`src/rtl/branch_resolve_ctrl.sv`:
```
// -----------------------------------------------------------------------------
// branch_resolve_ctrl
//
// Resolves conditional branches in the ID stage of the 16-bit pipeline.
// A branch arriving in ID is captured along with its fetch-time prediction.
// If the forwarding unit has not yet produced the operands, the branch is held
// and the pipeline is stalled. Once the operands are ready, they are latched
// and presented to the shared comparator. The comparator result is then checked
// against the prediction. A mispredict squashes IF/ID for FLUSH_CYCLES cycles
// and pulses a redirect to the corrected PC.
//
// The block also owns the 2-bit saturating branch history table that IF
// consults every cycle for its prediction.
//
// Parameters
//   IDX_W         BHT index width (2**IDX_W entries, index = pc[IDX_W-1:0])
//   FLUSH_CYCLES  cycles flush is held after a mispredict (1..3)
//   PC_INC        fall-through increment (word addressed)
//
// Ports
//   clk, rst                  clock and asynchronous active-high reset
//   if_pc / if_pred_taken     IF-side BHT lookup (combinational read)
//   br_valid, br_pred_taken,
//   br_mode, br_pc, br_target branch presented by ID
//   ops_ready, opA, opB       operands from the forwarding unit
//   cmp_a, cmp_b, cmp_mode    captured operands/mode to the comparator
//   cmp_out                   comparator result
//   stall, flush              pipeline control, decoded from FSM state only
//   redirect_valid/_pc        one-cycle PC correction pulse
//   br_count, mispred_count   saturating statistics counters
// -----------------------------------------------------------------------------
module branch_resolve_ctrl #(
  parameter int          IDX_W        = 4,
  parameter int          FLUSH_CYCLES = 1,
  parameter logic [15:0] PC_INC       = 16'd1
) (
  input  logic        clk,
  input  logic        rst,
  input  logic [15:0] if_pc,
  output logic        if_pred_taken,
  input  logic        br_valid,
  input  logic        br_pred_taken,
  input  logic [1:0]  br_mode,
  input  logic [15:0] br_pc,
  input  logic [15:0] br_target,
  input  logic        ops_ready,
  input  logic [15:0] opA,
  input  logic [15:0] opB,
  output logic [15:0] cmp_a,
  output logic [15:0] cmp_b,
  output logic [1:0]  cmp_mode,
  input  logic        cmp_out,
  output logic        stall,
  output logic        flush,
  output logic        redirect_valid,
  output logic [15:0] redirect_pc,
  output logic [15:0] br_count,
  output logic [15:0] mispred_count
);

  localparam int         BHT_DEPTH  = 1 << IDX_W;
  localparam logic [1:0] FLUSH_LOAD = 2'(FLUSH_CYCLES - 1);

  typedef enum logic [1:0] {
    IDLE     = 2'd0,
    WAIT_OPS = 2'd1,
    RESOLVE  = 2'd2,
    FLUSH    = 2'd3
  } state_t;

  state_t state;
  state_t next_state;

  logic [15:0]      pc_q;
  logic [15:0]      target_q;
  logic             pred_q;
  logic [1:0]       flush_cnt;
  logic [1:0]       bht [BHT_DEPTH];
  logic [IDX_W-1:0] br_idx;
  logic [IDX_W-1:0] if_idx;
  logic             taken;
  logic             mispred;
  logic             capture_br;
  logic             capture_ops;
  logic             unused_if_pc;

  // The upper fetch PC bits do not take part in the lookup; they are folded
  // into a dummy signal so the intent is visible.
  assign unused_if_pc = ^if_pc;

  // Table indices come from the low PC bits. IF reads the table
  // combinationally, so a write in the same cycle to the same entry is
  // only visible to IF from the next cycle onward.
  assign br_idx        = pc_q[IDX_W-1:0];
  assign if_idx        = if_pc[IDX_W-1:0];
  assign if_pred_taken = bht[if_idx][1];

  // Mode 11 means "never taken", regardless of what the comparator reports.
  // Any disagreement with the carried prediction is a mispredict.
  assign taken   = cmp_out & (cmp_mode != 2'b11);
  assign mispred = taken ^ pred_q;

  // State register. Reset drops the FSM straight back to IDLE, so any
  // stall or flush in progress is abandoned immediately.
  always_ff @(posedge clk or posedge rst) begin
    if (rst) begin
      state <= IDLE;
    end else begin
      state <= next_state;
    end
  end

  // Next-state and control decode. stall and flush depend only on the
  // registered state, never on this cycle's inputs, which keeps them
  // glitch-free toward the PC and IF/ID enables. A new branch is only
  // accepted in IDLE; br_valid in any other state is ignored.
  always_comb begin
    next_state  = state;
    stall       = 1'b0;
    flush       = 1'b0;
    capture_br  = 1'b0;
    capture_ops = 1'b0;
    case (state)
      IDLE: begin
        if (br_valid) begin
          capture_br = 1'b1;
          if (ops_ready) begin
            capture_ops = 1'b1;
            next_state  = RESOLVE;
          end else begin
            next_state = WAIT_OPS;
          end
        end
      end
      WAIT_OPS: begin
        stall = 1'b1;
        if (ops_ready) begin
          capture_ops = 1'b1;
          next_state  = RESOLVE;
        end
      end
      RESOLVE: begin
        stall      = 1'b1;
        next_state = mispred ? FLUSH : IDLE;
      end
      FLUSH: begin
        stall = 1'b1;
        flush = 1'b1;
        if (flush_cnt == 2'd0) begin
          next_state = IDLE;
        end
      end
      default: begin
        next_state = IDLE;
      end
    endcase
  end

  // Capture registers. The branch descriptor is latched on acceptance. The
  // operands are latched when the forwarding unit declares them valid. These
  // operands may arrive later than the descriptor. The comparator inputs hold
  // their last values outside RESOLVE, so the comparator does not toggle
  // needlessly.
  always_ff @(posedge clk or posedge rst) begin
    if (rst) begin
      pc_q     <= 16'd0;
      target_q <= 16'd0;
      pred_q   <= 1'b0;
      cmp_mode <= 2'b00;
      cmp_a    <= 16'd0;
      cmp_b    <= 16'd0;
    end else begin
      if (capture_br) begin
        pc_q     <= br_pc;
        target_q <= br_target;
        pred_q   <= br_pred_taken;
        cmp_mode <= br_mode;
      end
      if (capture_ops) begin
        cmp_a <= opA;
        cmp_b <= opB;
      end
    end
  end

  // Flush down-counter. It is loaded while leaving RESOLVE, so the FLUSH
  // state lasts exactly FLUSH_CYCLES cycles and exits when the count hits
  // zero.
  always_ff @(posedge clk or posedge rst) begin
    if (rst) begin
      flush_cnt <= 2'd0;
    end else if (state == RESOLVE) begin
      flush_cnt <= FLUSH_LOAD;
    end else if (state == FLUSH && flush_cnt != 2'd0) begin
      flush_cnt <= flush_cnt - 2'd1;
    end
  end

  // Redirect pulse. It is registered out of RESOLVE, so it coincides with
  // the first flush cycle. The fall-through address wraps naturally at
  // 16 bits.
  always_ff @(posedge clk or posedge rst) begin
    if (rst) begin
      redirect_valid <= 1'b0;
      redirect_pc    <= 16'd0;
    end else begin
      redirect_valid <= (state == RESOLVE) && mispred;
      if (state == RESOLVE && mispred) begin
        redirect_pc <= taken ? target_q : (pc_q + PC_INC);
      end
    end
  end

  // Statistics. Each counter freezes at all-ones rather than wrapping, so a
  // saturated value is never misread as a small count.
  always_ff @(posedge clk or posedge rst) begin
    if (rst) begin
      br_count      <= 16'd0;
      mispred_count <= 16'd0;
    end else if (state == RESOLVE) begin
      if (br_count != 16'hFFFF) begin
        br_count <= br_count + 16'd1;
      end
      if (mispred && mispred_count != 16'hFFFF) begin
        mispred_count <= mispred_count + 16'd1;
      end
    end
  end

  // Branch history table. Every entry starts weakly not-taken (01). The
  // resolved branch nudges its entry one step toward the actual outcome,
  // saturating at 00 and 11.
  always_ff @(posedge clk or posedge rst) begin
    if (rst) begin
      for (int i = 0; i < BHT_DEPTH; i++) begin
        bht[i] <= 2'b01;
      end
    end else if (state == RESOLVE) begin
      if (taken) begin
        if (bht[br_idx] != 2'b11) begin
          bht[br_idx] <= bht[br_idx] + 2'b01;
        end
      end else begin
        if (bht[br_idx] != 2'b00) begin
          bht[br_idx] <= bht[br_idx] - 2'b01;
        end
      end
    end
  end

endmodule
```
`config.mk`:
```
export PLATFORM = sky130hd
export DESIGN_NAME = branch_resolve_ctrl
export DESIGN_NICKNAME = d
export VERILOG_FILES = /design/src/rtl/branch_resolve_ctrl.sv
export SDC_FILE = /design/constraint.sdc
export NUM_CORES = 1
export LEC_CHECK = 0
export BUFFER_PORTS_ARGS = -buffer_cell sky130_fd_sc_hd__buf_2
export CAP_MARGIN = 10
export CORE_MARGIN = 1
export CORE_UTILIZATION = 49
export CTS_CLUSTER_SIZE = 16
export DETAILED_ROUTE_END_ITERATION = 6
export PLACE_DENSITY = 0.77
export SYNTH_ARGS = -nofsm -noshare
export SYNTH_HDL_FRONTEND = slang
export SYNTH_SLANG_ARGS = --single-unit
```
`constraint.sdc`:
```
create_clock -name clk -period 3.7 [get_ports clk]
set_input_delay 0 -clock clk [delete_from_list [all_inputs] [get_ports clk]]
set_output_delay 0 -clock clk [all_outputs]
set_load 0.05 [all_outputs]
```
# Word-level counts from Yosys, hierarchy flattened
# Index checks and enable logic that the tools add are counted.
[totals] wordCells=96 inputBits=88 output_inout_bits=86 ff_bits=152
[op_classes] muxes=29 eq_ne=11 reduce_logical=15 magnitude_cmp=3 addsub=6 n_bitwise=4
[op_table] op="two-way mux 32 bit" count=3
[op_table] op="bitwise mux 32 bit" count=2
[op_table] op="adder 16 x 1 -> 16 bit, second input constant" count=3
[op_table] op="inequality test 16 bit, second input constant" count=2
[op_table] op="two-way mux 2 bit" count=12
[op_table] op="binary-select mux 2 bit (select 4 bit)" count=2
[op_table] op="two-way mux 16 bit" count=1
[op_table] op=">= comparator 5 bit, second input constant" count=2
[op_table] op="inequality test 2 bit, second input constant" count=5
[op_table] op="inverter 4 -> 5 bit" count=2
[op_table] op="demux 2 bit (select 4 bit)" count=1
[op_table] op="case mux 2 bit (4 select lines)" count=1
[op_table] op="nonzero test 2 bit" count=4
[op_table] op="two-way mux 1 bit" count=6
[op_table] op="AND reduction 3 bit" count=2
[op_table] op="< comparator 5 x 1 -> 1 bit, second input constant" count=1
[op_table] op="equality test 2 bit, second input constant" count=2
[op_table] op="logical AND 1 bit" count=4
[op_table] op="logical NOT 2 bit" count=2
[op_table] op="AND reduction 2 bit" count=2
[op_table] op="subtractor 2 x 1 -> 2 bit, second input constant" count=2
[op_table] op="OR reduction 3 bit" count=1
[op_table] op="adder 2 x 1 -> 2 bit, second input constant" count=1
[op_table] op="equality test 2 x 1 -> 1 bit, second input constant" count=1
[op_table] op="4 further kinds" count=4

# Longest topological paths before layout
[depth] word_depth=8 mapped_depth=10 ltp_nobuf=8

# Least setup slack after synthesis
# No wires, ideal clock.
[synth_path] path_type="reg-to-reg" from="register pc_q[0]" to="register bht[1] (netlist name)" t_arrival_ns=2.713 path_slack_ns=0.860 setup_ns=0.128 n_path_buf=0 path_stages_with_launch=7 synth_period_minus_slack_ns=2.840 required_time_ns=3.572 path_cell_list="dfrtp_1 mux4_1 mux4_2 ha_1 mux2_2 nor3_1 mux2_1"
[synth_via] elab_chain_cells=8 word_cells_on_any_way=21 cone_classes="add/sub (2); order compare (2); eq/ne (2); mux (10); bitwise (1); reduce/logical (4)"
[synth_lines] item="from (decl)" line="74" source="logic [15:0] pc_q;"
[synth_lines] item="from (signal assigned)" line="174" source="pc_q <= br_pc;"
[synth_lines] item="inverter 4 -> 5 bit (implied by the code) (*)"
[synth_lines] item="binary-select mux 2 bit (select 4 bit), or another cell as far along"
[synth_lines] item="two-way mux 2 bit (implied by the code) / logical AND 1 bit (equally long branches)"
[synth_lines] item="two-way mux 2 bit, on equally long branches"
[synth_lines] item="subtractor 2 x 1 -> 2 bit, or another cell as far along" line="245" source="bht[br_idx] <= bht[br_idx] - 2'b01;"
[synth_lines] item="bitwise mux 32 bit, on equally long branches" line="245, 241"
[synth_lines] item="two-way mux 32 bit, on equally long branches" line="244, 240"
[synth_lines] item="two-way mux 32 bit" line="239" source="if (taken) begin"
[synth_lines] item="to (signal, indexed assignment)" line="241" source="bht[br_idx] <= bht[br_idx] + 2'b01;"
[synth_lines] item="to (signal, indexed assignment)" line="245"
[synth_lines] item="to (decl)" line="78" source="logic [1:0] bht [BHT_DEPTH];"
# Every way passes the cells marked *; elsewhere a longest branch is shown, timed or not. The select of a mux whose other input is x is not followed.
# A chain may end at the register's enable or synchronous reset.

# Final worst setup path
[layout_path] from="register pc_q[0]" to="register bht[7] (netlist name)"
# The elaborated chain is that of the path after synthesis.

==> impl_results.md <==
- Hold Startpoint: cmp_out
- Initial detailed-routing violation count: 351
- Cell area power density: 912.5 nW/um2
- Final setup margin: 0.3879 ns
- Diode count: 0
- Final setup violation count: 0
- Met1 WL: 7.798 mm
- Slew @ Worst Pin: 1.047 ns
- Total Power: 0.008734 W
- Grt total ovfl: 0
- Initial antenna violation count: 0
- # DRC: 0
- Die ar.: 15410 um2
- Final hold viol count: 0
- # rows: 44
- Number of CTS-inserted buffers: 17
- Setup crit start: pc_q[0]
- Result of the run: complete, no violations
- Synth top area share: 0.4654
- Arrival time at the worst endpoint: 3.61 ns
- DR WL/cell: 17.51 um
- Leak: 4.453 nW
- Syn Std Cell Area: 7312 um2
- Area contributors post-synth: dfrtp_1, mux2_2, dfstp_2
- Port Buffer Count: 161
- Rel. slew slack: 0.3003
- Metal3 WL: 1.050 mm
- Post-CTS setup buffers: 0
- Met2 wire length: 8.711 mm
- Sink Count: 152
- Kind of critical path: flip-flop to flip-flop
- Mapped Avg Cell Area: 12.33 um2
- Startpoint types: flip-flop
- Yosys top cell by area: dfrtp_1
- Vias post-DR: 5745
- Fmax: 301.9 MHz
- Design area: 9572 um2
- Nets: 923
- Setup Skew: 0.007732 ns
- Sequential share of the synthesized area: 0.5229
- DP Cell Count: 919
- # IOs: 174
- Setup_tns: 0 ns
- Root buf cell: clkbuf_16
- Detailed placer's ending HPWL: 11.49 mm
- Most common cell in the netlist: dfrtp_1
- Initial Utilization: 0.5031
- Routed vias/inst: 5.616
- Skew-Pair Late Insertion Delay: 0.42 ns
- Peak supply drop: 0.6275 mV
- Flops & latches, synth: 152
- Tcrit/Tclk final: 0.8952
- Syn Inst Count: 593
- First drt pass iteration count: 5
- MaxCap Viol Count: 0
- CTS tree: built
- DR top layer: met4
- Hold crit path type: primary input to flip-flop
- Clk buf depth: 2
- CP max FO: 11
- Yosys cell types: 57
- Fraction of layout cells with a size suffix above 1: 0.3564
- Top FF cell, synth: dfrtp_1
- Min cycle time layout: 3.312 ns
- Htree depth: 4
- Number of synthesized flops with an enable pin: 0
- Largest net degree at the start of global routing: 153
- Post-Layout Cell Count: 1023
- Die Y: 124.2 um
- Vias in the first global route: 5836
- Worst-path clk slew: 0.06 ns
- Fraction of registers with async set/reset: 1.000
- RR Startpoint: pc_q[0]
- Final wirelength: 17.91 mm
- CP Capture Type: flip-flop
- RSZ-0062 raised after global routing: false
- First-pass GRT wire length: 29.03 mm
- Global placer's final weighted congestion: 0.8614
- Die Span X: 124.2 um
- Area growth, synth to finish: 30.90%
- GRT Util Overall: 0.2475
- Yosys warns: 0
- Syn Nets: 690
- Setup WS pre-CTS: 0.1546 ns
- Antenna Nets Post-Route: 0
- Slew Viols, Final: 0
- Core Area: 14530 um2
- Commonest cells post-synth: dfrtp_1, mux2_2, nand2_1
- Dpl cell area: 8288 um2
- Data required time of the worst path: 4.00 ns
-- timing repair --
item,4_1_cts,5_1_grt
resized for setup,0,0
hold buffers,71,0
endpoints found under the hold margin,205,0
-- critical path: stages, from the launching register on --
cell and delay (ns):
dfrtp_1 0.65, mux4_1 0.72, mux4_2 0.52, ha_1 0.24
mux2_2 0.34, nor3_1 0.34, mux2_1 0.36
-- final timing paths --
| check | endpoint | slack, ns | depth (start not counted) |
|---|---|---|---|
| setup reg to reg | bht[7] | 0.39 | 6 |
| hold / removal | redirect_pc[1] | 0.24 | 4 |
| hold reg to reg | flip-flop | 0.47 | 2 |
| min in group asynchronous | target_q[10] | 0.27 | 4 |
| max in group asynchronous | bht[1] | 2.67 | 4 |
| setup / recovery | bht[7] | 0.39 | 6 |
-- area by class of cell --
cell class              count  area, um2
well taps                 184      230.2
inverters                  24      93.84
clock inverters            13      122.6
fillers                  1056       4962
clock buffers              19      442.9
multi-input cells         391       3269
repair buffers            240       1589
flip-flops and latches    152       3824
-- logic make-up (layout without fill, tap and decap cells) --
family	Yosys count	in the layout	synth area share
compound gates	69	69	0.06571
xor+xnor	37	37	0.04432
fa+ha+maj	9	9	0.01540
buf+inv	50	296	0.03131
flops	152	152	0.5229
mux	114	114	0.1973
simple gates	162	162	0.1230
-- per-layer routing --
| layer | track usage | up-vias |
|---|---|---|
| li1 | - | 2642 |
| met1 | 0.3105 | 2844 |
| met2 | 0.4154 | 228 |
| met3 | 0.06593 | 31 |
| met4 | 0.07887 | 0 |
| met5 | 0 | - |
-- report_power, final --
part           total, W  switching, W  internal, W
clock           0.00165      0.000704     0.000948
sequential      0.00303      0.000625      0.00240
combinational   0.00405       0.00264      0.00141
total           0.00873       0.00397      0.00476
-- stage by stage --
step / util / hold slack [ns]
after floorplan: - / 0.1168
after global placement: 0.5702 / 0.2159
after detailed placement: 0.5702 / 0.2198
after CTS: 0.6581 / 0.2259
after global routing: 0.6586 / 0.2724
final: 0.6586 / 0.2402
-- placed cells by master (no fill, tap or decap), types with 13 or more instances in the layout --
master | Yosys | final
dlygate4sd3_1 | 0 | 71
dfstp_2 | 16 | 16
nand4_1 | 29 | 29
nand3_1 | 13 | 13
nor3_1 | 14 | 14
clkbuf_16 | 0 | 17
nand2_1 | 44 | 44
mux2_2 | 51 | 51
dfrtp_1 | 136 | 136
xnor2_1 | 25 | 25
buf_2 | 12 | 161
mux2_1 | 34 | 34
o21ai_1 | 14 | 14
inv_1 | 23 | 22
mux2i_1 | 14 | 14
Power figures use the tool's default switching activity.
